## config.mk

```make
export PLATFORM = sky130hd
export DESIGN_NAME = elevator_call_scheduler
export DESIGN_NICKNAME = d
export VERILOG_FILES = /design/src/rtl/elev_pkg.sv /design/src/rtl/elev_call_reg.sv /design/src/rtl/elevator_call_scheduler.sv
export SDC_FILE = /design/constraint.sdc
export NUM_CORES = 1
export LEC_CHECK = 0
export CORE_MARGIN = 2
export CORE_UTILIZATION = 45
export DETAILED_ROUTE_END_ITERATION = 10
export PLACE_DENSITY_LB_ADDON = 0.3
export SLEW_MARGIN = 20
export SYNTH_ARGS = -nofsm -noshare
export SYNTH_HDL_FRONTEND = slang
export SYNTH_HIERARCHICAL = 1
export SYNTH_SLANG_ARGS = --single-unit
```

## constraint.sdc

```tcl
create_clock -name clk_i -period 2 [get_ports clk_i]
set_input_delay 0.4 -clock clk_i [delete_from_list [all_inputs] [get_ports clk_i]]
set_output_delay 0.4 -clock clk_i [all_outputs]
set_load 0.1 [all_outputs]
```

## src/rtl/elev_pkg.sv

```systemverilog
// Shared types and helpers for the elevator call scheduler.
package elev_pkg;

    typedef enum logic [1:0] {
        IDLE    = 2'd0,
        MOVE_UP = 2'd1,
        MOVE_DN = 2'd2,
        DOOR    = 2'd3
    } elev_state_e;

    localparam logic DIR_UP = 1'b1;
    localparam logic DIR_DN = 1'b0;

    function automatic int floor_w(input int num_floors);
        return (num_floors < 2) ? 1 : $clog2(num_floors);
    endfunction

endpackage

```

## src/rtl/elev_call_reg.sv

```systemverilog
// Pending up/down hall and car call storage with set/clear/absorb handling
// and above/below reductions relative to the current floor.
module elev_call_reg
    import elev_pkg::*;
#(
    parameter int NUM_FLOORS = 4,
    parameter int FLOOR_W    = floor_w(NUM_FLOORS)
) (
    input  logic                  clk_i,
    input  logic                  rst_ni,
    input  logic                  hall_valid_i,
    input  logic [FLOOR_W-1:0]    hall_floor_i,
    input  logic                  hall_up_i,
    input  logic                  car_valid_i,
    input  logic [FLOOR_W-1:0]    car_floor_i,
    input  logic [FLOOR_W-1:0]    cur_floor_i,
    input  logic                  absorb_i,
    input  logic                  dir_up_i,
    input  logic [NUM_FLOORS-1:0] clr_up_i,
    input  logic [NUM_FLOORS-1:0] clr_dn_i,
    input  logic [NUM_FLOORS-1:0] clr_car_i,
    output logic [NUM_FLOORS-1:0] up_pending_o,
    output logic [NUM_FLOORS-1:0] dn_pending_o,
    output logic [NUM_FLOORS-1:0] car_pending_o,
    output logic [NUM_FLOORS-1:0] cf_oh_o,
    output logic                  above_o,
    output logic                  below_o
);

    localparam logic [NUM_FLOORS-1:0] ONE     = {{(NUM_FLOORS-1){1'b0}}, 1'b1};
    localparam logic [NUM_FLOORS-1:0] TOP_BIT = ONE << (NUM_FLOORS - 1);

    logic [NUM_FLOORS-1:0] up_q, dn_q, car_q;
    logic [NUM_FLOORS-1:0] hall_oh_s, car_oh_s, cf_oh_s, all_s, le_mask_s;
    logic [NUM_FLOORS-1:0] up_set_s, dn_set_s, car_set_s;

    // Shifting past the vector width yields zero, so out-of-range floors drop out here.
    assign hall_oh_s = hall_valid_i ? (ONE << hall_floor_i) : '0;
    assign car_oh_s  = car_valid_i  ? (ONE << car_floor_i)  : '0;
    assign cf_oh_s   = ONE << cur_floor_i;

    // Set vectors: impossible buttons masked, same-floor calls absorbed while the door is open.
    always_comb begin
        up_set_s  = '0;
        dn_set_s  = '0;
        car_set_s = car_oh_s;
        if (hall_up_i) begin
            up_set_s = hall_oh_s & ~TOP_BIT;
        end else begin
            dn_set_s = hall_oh_s & ~ONE;
        end
        if (absorb_i) begin
            car_set_s = car_set_s & ~cf_oh_s;
            if (dir_up_i) begin
                up_set_s = up_set_s & ~cf_oh_s;
            end else begin
                dn_set_s = dn_set_s & ~cf_oh_s;
            end
        end else begin
            car_set_s = car_oh_s;
        end
    end

    // Pending registers; a clear on the same bit beats a new set.
    always_ff @(posedge clk_i or negedge rst_ni) begin
        if (!rst_ni) begin
            up_q  <= '0;
            dn_q  <= '0;
            car_q <= '0;
        end else begin
            up_q  <= (up_q  | up_set_s)  & ~clr_up_i;
            dn_q  <= (dn_q  | dn_set_s)  & ~clr_dn_i;
            car_q <= (car_q | car_set_s) & ~clr_car_i;
        end
    end

    assign all_s     = up_q | dn_q | car_q;
    assign le_mask_s = (cf_oh_s << 1'b1) - ONE;

    assign above_o       = |(all_s & ~le_mask_s);
    assign below_o       = |(all_s & (cf_oh_s - ONE));
    assign up_pending_o  = up_q;
    assign dn_pending_o  = dn_q;
    assign car_pending_o = car_q;
    assign cf_oh_o       = cf_oh_s;

endmodule

```

## src/rtl/elevator_call_scheduler.sv

```systemverilog
// Collective (SCAN) elevator scheduler: call storage plus IDLE/MOVE/DOOR FSM.
// Optional idle return to HOME_FLOOR is enabled with ELEV_IDLE_RETURN_EN.
module elevator_call_scheduler
    import elev_pkg::*;
#(
    parameter int NUM_FLOORS   = 4,
    parameter int FLOOR_W      = floor_w(NUM_FLOORS),
    parameter int HOME_FLOOR   = 0,
    parameter int IDLE_TIMEOUT = 1000
) (
    input  logic                  clk_i,
    input  logic                  rst_ni,
    input  logic                  hall_valid_i,
    input  logic [FLOOR_W-1:0]    hall_floor_i,
    input  logic                  hall_up_i,
    input  logic                  car_valid_i,
    input  logic [FLOOR_W-1:0]    car_floor_i,
    input  logic [FLOOR_W-1:0]    current_floor_i,
    input  logic                  arrived_i,
    input  logic                  door_done_i,
    output logic                  move_req_o,
    output logic                  dir_up_o,
    output logic                  open_door_o,
    output logic                  stop_ack_o,
    output logic [NUM_FLOORS-1:0] up_pending_o,
    output logic [NUM_FLOORS-1:0] dn_pending_o,
    output logic [NUM_FLOORS-1:0] car_pending_o
);

    localparam logic [FLOOR_W-1:0] TOP_F  = FLOOR_W'(NUM_FLOORS - 1);
    localparam logic [FLOOR_W-1:0] HOME_F = FLOOR_W'(HOME_FLOOR);

    elev_state_e state_q, state_d;
    logic dir_q, dir_d, move_q, move_d, open_q, open_d, ack_q, ack_d;

    logic [NUM_FLOORS-1:0] up_s, dn_s, car_s, cf_oh_s;
    logic [NUM_FLOORS-1:0] clr_up_s, clr_dn_s, clr_car_s;
    logic above_reg_s, below_reg_s, above_s, below_s, ahead_s, behind_s;
    logic up_here_s, dn_here_s, car_here_s, call_here_s, fwd_here_s, rev_here_s;
    logic end_floor_s, any_call_s, home_req_s, home_here_s, home_clr_s;
    logic clr_car_en_s, serve_fwd_s, serve_rev_s;

    elev_call_reg #(
        .NUM_FLOORS(NUM_FLOORS),
        .FLOOR_W   (FLOOR_W)
    ) u_call_reg (
        .clk_i        (clk_i),
        .rst_ni       (rst_ni),
        .hall_valid_i (hall_valid_i),
        .hall_floor_i (hall_floor_i),
        .hall_up_i    (hall_up_i),
        .car_valid_i  (car_valid_i),
        .car_floor_i  (car_floor_i),
        .cur_floor_i  (current_floor_i),
        .absorb_i     (state_q == DOOR),
        .dir_up_i     (dir_q),
        .clr_up_i     (clr_up_s),
        .clr_dn_i     (clr_dn_s),
        .clr_car_i    (clr_car_s),
        .up_pending_o (up_s),
        .dn_pending_o (dn_s),
        .car_pending_o(car_s),
        .cf_oh_o      (cf_oh_s),
        .above_o      (above_reg_s),
        .below_o      (below_reg_s)
    );

    // The pending home return counts as a call for direction decisions only.
    assign above_s     = above_reg_s || (home_req_s && (HOME_F > current_floor_i));
    assign below_s     = below_reg_s || (home_req_s && (HOME_F < current_floor_i));
    assign ahead_s     = dir_q ? above_s : below_s;
    assign behind_s    = dir_q ? below_s : above_s;
    assign up_here_s   = |(up_s & cf_oh_s);
    assign dn_here_s   = |(dn_s & cf_oh_s);
    assign car_here_s  = |(car_s & cf_oh_s);
    assign call_here_s = up_here_s || dn_here_s || car_here_s;
    assign fwd_here_s  = dir_q ? up_here_s : dn_here_s;
    assign rev_here_s  = dir_q ? dn_here_s : up_here_s;
    assign end_floor_s = dir_q ? (current_floor_i == TOP_F) : (current_floor_i == {FLOOR_W{1'b0}});
    assign any_call_s  = |(up_s | dn_s | car_s);
    assign home_here_s = home_req_s && (current_floor_i == HOME_F);

    // Next-state and registered-output logic of the SCAN controller.
    always_comb begin
        state_d      = state_q;
        dir_d        = dir_q;
        move_d       = move_q;
        open_d       = open_q;
        ack_d        = 1'b0;
        clr_car_en_s = 1'b0;
        serve_fwd_s  = 1'b0;
        serve_rev_s  = 1'b0;
        home_clr_s   = 1'b0;
        case (state_q)
            IDLE: begin
                move_d     = 1'b0;
                open_d     = 1'b0;
                home_clr_s = home_here_s;
                if (call_here_s) begin
                    state_d      = DOOR;
                    open_d       = 1'b1;
                    ack_d        = 1'b1;
                    clr_car_en_s = 1'b1;
                    serve_fwd_s  = fwd_here_s;
                    serve_rev_s  = !fwd_here_s && rev_here_s;
                    dir_d        = serve_rev_s ? ~dir_q : dir_q;
                end else if (ahead_s) begin
                    state_d = dir_q ? MOVE_UP : MOVE_DN;
                    move_d  = 1'b1;
                end else if (behind_s) begin
                    state_d = dir_q ? MOVE_DN : MOVE_UP;
                    dir_d   = ~dir_q;
                    move_d  = 1'b1;
                end else begin
                    state_d = IDLE;
                end
            end
            MOVE_UP, MOVE_DN: begin
                move_d = 1'b1;
                open_d = 1'b0;
                if (!arrived_i) begin
                    state_d = state_q;
                end else if (home_here_s && !call_here_s) begin
                    state_d    = IDLE;
                    move_d     = 1'b0;
                    home_clr_s = 1'b1;
                end else if (car_here_s || fwd_here_s || (!ahead_s && rev_here_s) || end_floor_s) begin
                    state_d      = DOOR;
                    move_d       = 1'b0;
                    open_d       = 1'b1;
                    ack_d        = 1'b1;
                    clr_car_en_s = 1'b1;
                    home_clr_s   = home_here_s;
                    serve_fwd_s  = fwd_here_s;
                    serve_rev_s  = !fwd_here_s && !ahead_s && rev_here_s;
                    dir_d        = serve_rev_s ? ~dir_q : dir_q;
                end else begin
                    state_d = state_q;
                end
            end
            DOOR: begin
                move_d = 1'b0;
                if (door_done_i) begin
                    state_d = IDLE;
                    open_d  = 1'b0;
                end else begin
                    state_d = DOOR;
                    open_d  = 1'b1;
                end
            end
            default: begin
                state_d = IDLE;
                move_d  = 1'b0;
                open_d  = 1'b0;
            end
        endcase
    end

    // The served hall bit is the one matching dir_q before any reversal flip.
    assign clr_car_s = clr_car_en_s ? cf_oh_s : '0;
    assign clr_up_s  = ((serve_fwd_s && dir_q) || (serve_rev_s && !dir_q)) ? cf_oh_s : '0;
    assign clr_dn_s  = ((serve_fwd_s && !dir_q) || (serve_rev_s && dir_q)) ? cf_oh_s : '0;

    // FSM state and registered control outputs.
    always_ff @(posedge clk_i or negedge rst_ni) begin
        if (!rst_ni) begin
            state_q <= IDLE;
            dir_q   <= DIR_UP;
            move_q  <= 1'b0;
            open_q  <= 1'b0;
            ack_q   <= 1'b0;
        end else begin
            state_q <= state_d;
            dir_q   <= dir_d;
            move_q  <= move_d;
            open_q  <= open_d;
            ack_q   <= ack_d;
        end
    end

`ifdef ELEV_IDLE_RETURN_EN
    localparam int CNT_W = $clog2(IDLE_TIMEOUT + 1);

    logic [CNT_W-1:0] idle_cnt_q, idle_cnt_d;
    logic             home_req_q, home_req_d;

    // Idle timer: counts quiet IDLE cycles and raises the home return request.
    always_comb begin
        idle_cnt_d = '0;
        home_req_d = home_req_q && !home_clr_s;
        if ((state_q == IDLE) && !any_call_s && !home_req_q && !hall_valid_i && !car_valid_i) begin
            if (idle_cnt_q == CNT_W'(IDLE_TIMEOUT - 1)) begin
                idle_cnt_d = '0;
                home_req_d = (current_floor_i != HOME_F);
            end else begin
                idle_cnt_d = idle_cnt_q + CNT_W'(1);
            end
        end else begin
            idle_cnt_d = '0;
        end
    end

    // Idle timer registers.
    always_ff @(posedge clk_i or negedge rst_ni) begin
        if (!rst_ni) begin
            idle_cnt_q <= '0;
            home_req_q <= 1'b0;
        end else begin
            idle_cnt_q <= idle_cnt_d;
            home_req_q <= home_req_d;
        end
    end

    assign home_req_s = home_req_q;
`else
    logic unused_s;

    assign home_req_s = 1'b0;
    assign unused_s   = ^{home_clr_s, any_call_s, IDLE_TIMEOUT[0]};
`endif

    assign move_req_o    = move_q;
    assign dir_up_o      = dir_q;
    assign open_door_o   = open_q;
    assign stop_ack_o    = ack_q;
    assign up_pending_o  = up_s;
    assign dn_pending_o  = dn_s;
    assign car_pending_o = car_s;

endmodule
```

==> reports/results.tsv, run 1 <==
metric	value	unit
status	finished, violations left	
violations	design-rule violations, negative setup slack	
wirelength	4710	um
rsz0062_at_grt	true	
vias_per_cell	6.00	
core	2810	um^2
grt_remaining_overflow	0	
async_flop_share	100	%
first_global_vias	1524	
yosysTopAreaCellShare	31.6	%
synth_top_flop_cell	dfrtp_1	
synth.most_common_cell	dfrtp_1	
path_cells	or3_4 -> o21ai_2 -> o211ai_1 -> nor2b_4 -> a21oi_2 -> a2111oi_4 -> o22a_2 -> nor3_2 -> o21ba_1	
drt_iter0_markers	85	
slew_headroom	74.6	%
critPathKind	flop to flop	
io_pins	29	
worstHoldPathType	primary input to asynchronous set/reset pin	
multi_input_area	933	um^2
final_area	2180	um^2
startpoint_type	flop	
wl_per_cell	17.8	um
antenna_found_initial	0	
ff_latch_area	485	um^2
instances_no_fill	265	
num-nets-final	250	
syn-num-nets	172	
crit_buf_inv	0	
hold_ws	0.415	ns
start_util	48.0	%
synth_top_area_cell	dfrtp_1	
drc	2	
cts_tree	built	
numCtsBuffers	3	
post_dp_cell_area	2000	um^2
areaGrowthSynthToFinish	61.6	%
cp_top_family	compound AO/OA/AOI/OAI gates	
ys_top_cells_by_count	dfrtp_1, inv_1, nor2_1	
antenna_left	0	
path_clk_slew	0.11	ns
placed_cells	256	
maxSlewViolCount	0	
ys_ff_latch	18	
synthCells	157	
ir_drop	1.23	mV
drv_cap	0	
seq_area_frac_synth	33.6	%
critPathSlowestCell	dfrtp_4	
tightest_slew	0.381	ns
dr.pass1.iters	7	
numClockSinks	18	
grt_pass1_wl	7410	um
clk_path_buf_depth	2	
fin_crit_sh	112	%
syn_area	1350	um^2
die_width	58.7	um
cts_max_level	1	
drive_above_1_share	50.0	%
gp_congestion	1.01	
netlist_top_cells_area	dfrtp_1, inv_1, a2111oi_4	
diodes	0	
final_util	77.6	%
setup_violations	18	
num_vias	1591	
period_needed	2.25	ns
power.density	1550	nW/um^2
io_buffers	28	
design.die.area	3450	um^2
worstPathArrival	2.45	ns
row_count	19	
hold_viol_final	0	
fin_worst_skew	0.00754	ns
clock_latency	0.30	ns
synth.avg_cell_area	8.58	um^2
crit_required	2.21	ns
power.total	0.00337	W
critPathMaxStageDelay	0.49	ns
fillCellCount	195	
synthDistinctLibCells	43	
p_leak	0.934	nW
synth_edf_count	0	
cts_root_buf	clkbuf_4	
yosysWarningCount	6	
hpwlAfterDp	3360	um
die_y	58.7	um
critPathCaptureType	flop	
grt_max_degree	19	
fin_ws	-0.246	ns
critical_path.max_fanout	5	
fmax	445	MHz
globalRouteTotalUtil	29.1	%
==> metrics by stage <==
stage	TNS (ns)	setup WS (ns)
floorplan	-3.70	-0.376
global placement	-8.58	-0.571
detailed placement	-8.88	-0.606
CTS	-2.16	-0.211
finish	-2.66	-0.246
global route	-3.80	-0.311
==> final cells by class <==
type	count	share of cell area (%)
well taps	31	1.78
flip-flops and latches	18	22.3
inverters	16	2.88
repair buffers	78	28.9
multi-input cells	118	42.9
clock buffers	4	1.21
==> worst reg2reg max path, cell delays in order, from the launching register on <==
cell and delay, ns:
dfrtp_4 0.49, or3_4 0.41, o21ai_2 0.14, o211ai_1 0.15
nor2b_4 0.17, a21oi_2 0.15, a2111oi_4 0.06, o22a_2 0.30
nor3_2 0.13, o21ba_1 0.16
==> cell usage in the layout, fill, tap and decap left out, types with 2 or more instances in the layout <==
| master | count |
|---|---|
| nand2_1 | 8 |
| a22oi_2 | 3 |
| nor4_2 | 3 |
| nand3b_1 | 3 |
| nor2b_1 | 5 |
| o21ai_0 | 2 |
| nor2b_2 | 2 |
| or3_4 | 2 |
| o211ai_1 | 3 |
| dfrtp_1 | 5 |
| mux2i_1 | 2 |
| buf_4 | 64 |
| nor2_1 | 13 |
| a21oi_2 | 2 |
| o21ai_1 | 2 |
| a2111oi_4 | 2 |
| dfrtp_4 | 6 |
| clkbuf_4 | 3 |
| a41oi_1 | 6 |
| ha_1 | 2 |
| a31oi_1 | 4 |
| nand4bb_1 | 2 |
| nor3_1 | 4 |
| clkdlybuf4s50_1 | 10 |
| nand4b_1 | 2 |
| nor3_2 | 5 |
| dlygate4sd2_1 | 2 |
| a22oi_1 | 3 |
| o21ai_2 | 3 |
| o21ba_4 | 2 |
| a21oi_1 | 5 |
| inv_1 | 15 |
| dfrtp_2 | 6 |
| nand3_1 | 2 |
| and2_1 | 4 |
| and2_4 | 3 |
==> final timing paths <==
check / depth (start not counted) / endpoint / start / slack, ns
max in group asynchronous: 2 / dir_up_o$_DFFE_PN1P_ / rst_ni / 1.33
hold reg to reg: 2 / state_q[1]$_DFFE_PN0P_ / state_q[1]$_DFFE_PN0P_ / 0.57
setup / recovery: 9 / u_call_reg/car_pending_o[0]$_DFF_PN0_ / u_call_reg/up_pending_o[1]$_DFF_PN0_ / -0.25
min in group clk_i: 2 / state_q[1]$_DFFE_PN0P_ / state_q[1]$_DFFE_PN0P_ / 0.57
setup reg to reg: 9 / u_call_reg/car_pending_o[0]$_DFF_PN0_ / u_call_reg/up_pending_o[1]$_DFF_PN0_ / -0.25
hold / removal: 2 / u_call_reg/up_pending_o[0]$_DFF_PN0_ / rst_ni / 0.42
==> power breakdown <==
| part | leakage (nW) | switching, W | total (W) | internal, W |
|---|---|---|---|---|
| clock network | 0.0150 | 0.000122 | 0.000200 | 0.0000777 |
| registers | 0.194 | 0.000109 | 0.000660 | 0.000550 |
| logic | 0.725 | 0.00168 | 0.00251 | 0.000823 |
==> metal layers <==
layer	track usage (%)	wire length (um)	share of wire (%)	up-vias
li1	-	-	-	731
met1	40.6	1950	41	767
met2	46.7	2280	48	79
met3	2.42	356	7.6	14
met4	12.0	124	2.6	0
met5	0	0	0	-
==> registers in the layout, indices dropped and copies added (netlist names) <==
signal / count
open_door_o: 1
u_call_reg/dn_pending_o: 4
u_call_reg/up_pending_o: 4
stop_ack_o: 1
dir_up_o: 1
move_req_o: 1
state_q: 2
u_call_reg/car_pending_o: 4
==> cells by family after synthesis <==
kind of cell    share of synthesized area, %
simple gates                            28.7
compound gates                          27.9
buf+inv                                 6.51
mux                                     1.49
flops                                   33.6
fa+ha+maj                               1.86
==> timing repair <==
action,in CTS,in global routing
setup buffers,5,0
hold buffers,0,0
pin swaps,20,4
endpoints found under the setup margin,18,18
resized for setup,19,11
Power figures use the tool's default switching activity.
==> run 2: changes to the inputs <==
--- a/config.mk
+++ b/config.mk
@@ -8,6 +8,7 @@
 export CORE_MARGIN = 2
 export CORE_UTILIZATION = 45
 export DETAILED_ROUTE_END_ITERATION = 10
+export MAX_ROUTING_LAYER = met4
 export PLACE_DENSITY_LB_ADDON = 0.3
 export SLEW_MARGIN = 20
 export SYNTH_ARGS = -nofsm -noshare
==> run 2 against run 1 <==
Net effect: the flow still finishes with violations (design-rule violations, negative setup slack); via count grew 1.0%; sequential power shrank 2%; wire length increased by 2.8%; non-clock buffer count is 2 higher; critical path depth unchanged; critical path type unchanged; critical endpoint is now dir_up_o$_DFFE_PN1P_; largest power group unchanged.
==> reports/results.tsv, run 2 (synthesized netlist as in run 1, its figures left out) <==
metric	value	unit
gp_congestion	1.01	
num-nets-final	252	
maxSlewViolCount	0	
worstHoldPathType	primary input to asynchronous set/reset pin	
cts_root_buf	clkbuf_4	
cts_max_level	1	
hold_viol_final	0	
diodes	0	
rr_worst_depth	9	
fin_ws	-0.221	ns
post_dp_cell_area	2010	um^2
startpoint_type	flop	
grt_max_degree	19	
start_util	48.0	%
period_needed	2.22	ns
io_pins	29	
setup_violations	17	
path_clk_slew	0.11	ns
hold_buffers	0	
design.die.area	3450	um^2
instances_no_fill	267	
numCtsBuffers	3	
die_y	58.7	um
switchingPower	0.00194	W
vias_per_cell	6.02	
hpwlAfterDp	3520	um
io_buffers	28	
combPwrFrac	74.4	%
drv_cap	0	
fmax	450	MHz
worstPathArrival	2.45	ns
placed_cells	258	
row_count	19	
critical_path.max_fanout	3	
die_width	58.7	um
num_vias	1607	
globalRouteTotalUtil	29.0	%
grt_remaining_overflow	0	
tightest_slew	0.387	ns
clock_latency	0.31	ns
core	2810	um^2
drt_iter0_markers	117	
dr.pass1.iters	8	
p_seq_share	18.8	%
grt_pass1_wl	7270	um
p_sw_share	56.7	%
crit_required	2.22	ns
ir_drop	1.35	mV
p_leak	0.941	nW
clk_path_buf_depth	2	
fin_tns_setup	-2.24	ns
cts_tree	built	
critPathCaptureType	flop	
power.total	0.00343	W
drive_above_1_share	50.8	%
violations	design-rule violations, negative setup slack	
rsz0062_at_grt	true	
final_area	2180	um^2
p_clk_share	6.8	%
critPathKind	flop to flop	
areaGrowthSynthToFinish	62.3	%
status	finished, violations left	
mostFrequentLayoutCell	buf_4	
fin_worst_skew	0.0105	ns
antenna_left	0	
first_global_vias	1599	
final_cell_mix	buf_4, inv_1, nor2_1, clkdlybuf4s50_1, nand2_1	
wirelength	4840	um
wl_per_cell	18.1	um
drc	2	
internal_power	0.00148	W
power.density	1570	nW/um^2
slew_headroom	74.0	%
antenna_found_initial	0	
numClockSinks	18	
fin_crit_sh	111	%
[run 2: layout make-up]
cell class / instances / area (um^2)
flip-flops and latches: 18 / 485
well taps: 31 / 38.8
multi-input cells: 118 / 917
repair buffers: 80 / 644
inverters: 16 / 62.6
clock buffers: 4 / 36.3
fillers: 180 / 621
[run 2: per-stage QoR]
step,hold slack [ns],worst slack [ns],util (%)
final,0.406,-0.221,77.9
after global routing,0.430,-0.355,77.9
after CTS,0.413,-0.204,75.9
after detailed placement,0.570,-0.661,71.8
after global placement,0.535,-0.526,71.8
after floorplan,0.104,-0.376,-
[run 2: final timing paths]
path / start / end / slack (ns)
max: u_call_reg/up_pending_o[1]$_DFF_PN0_ / dir_up_o$_DFFE_PN1P_ / -0.22
min: rst_ni / u_call_reg/up_pending_o[1]$_DFF_PN0_ / 0.41
max reg2reg: u_call_reg/up_pending_o[1]$_DFF_PN0_ / dir_up_o$_DFFE_PN1P_ / -0.22
min reg2reg: state_q[1]$_DFFE_PN0P_ / state_q[1]$_DFFE_PN0P_ / 0.59
max in group asynchronous: rst_ni / dir_up_o$_DFFE_PN1P_ / 1.34
min in group clk_i: state_q[1]$_DFFE_PN0P_ / state_q[1]$_DFFE_PN0P_ / 0.59
[run 2: power by group through the flow]
stage	Combinational, W	Sequential (W)	Clock [W]
6_report	0.00255	0.000645	0.000232
5_1_grt	0.00266	0.000659	0.000256
4_1_cts	0.00245	0.000640	0.000239
3_5_place_dp	0.00238	0.000643	0
3_3_place_gp	0.00233	0.000632	0
2_1_floorplan	0.000687	0.00155	0
[run 2: routing by layer]
metal | GRT usage [%] | part of all wire (%) | vias up
met1 | 36.0 | 41 | 769
met2 | 47.4 | 49 | 83
met5 | - | 0 | -
met3 | 4.40 | 8.4 | 19
li1 | - | - | 736
met4 | 11.7 | 2.4 | 0
[run 2: worst max-delay path, cell delays in order, from the launching register on]
cell and delay (ns):
dfrtp_4 0.49, or3_4 0.40, o21ai_2 0.11, o211ai_1 0.13, nor2b_4 0.16, a21oi_2 0.16, a2111oi_4 0.05, buf_4 0.16
o21a_1 0.19, nor4_2 0.28
[run 2: timing repair]
action / 4_1_cts / 5_1_grt
setup buffers: 3 / 2
cloned: 0 / 0
pin swaps: 14 / 1
gates resized for setup: 16 / 11
endpoints found under the setup margin: 18 / 18
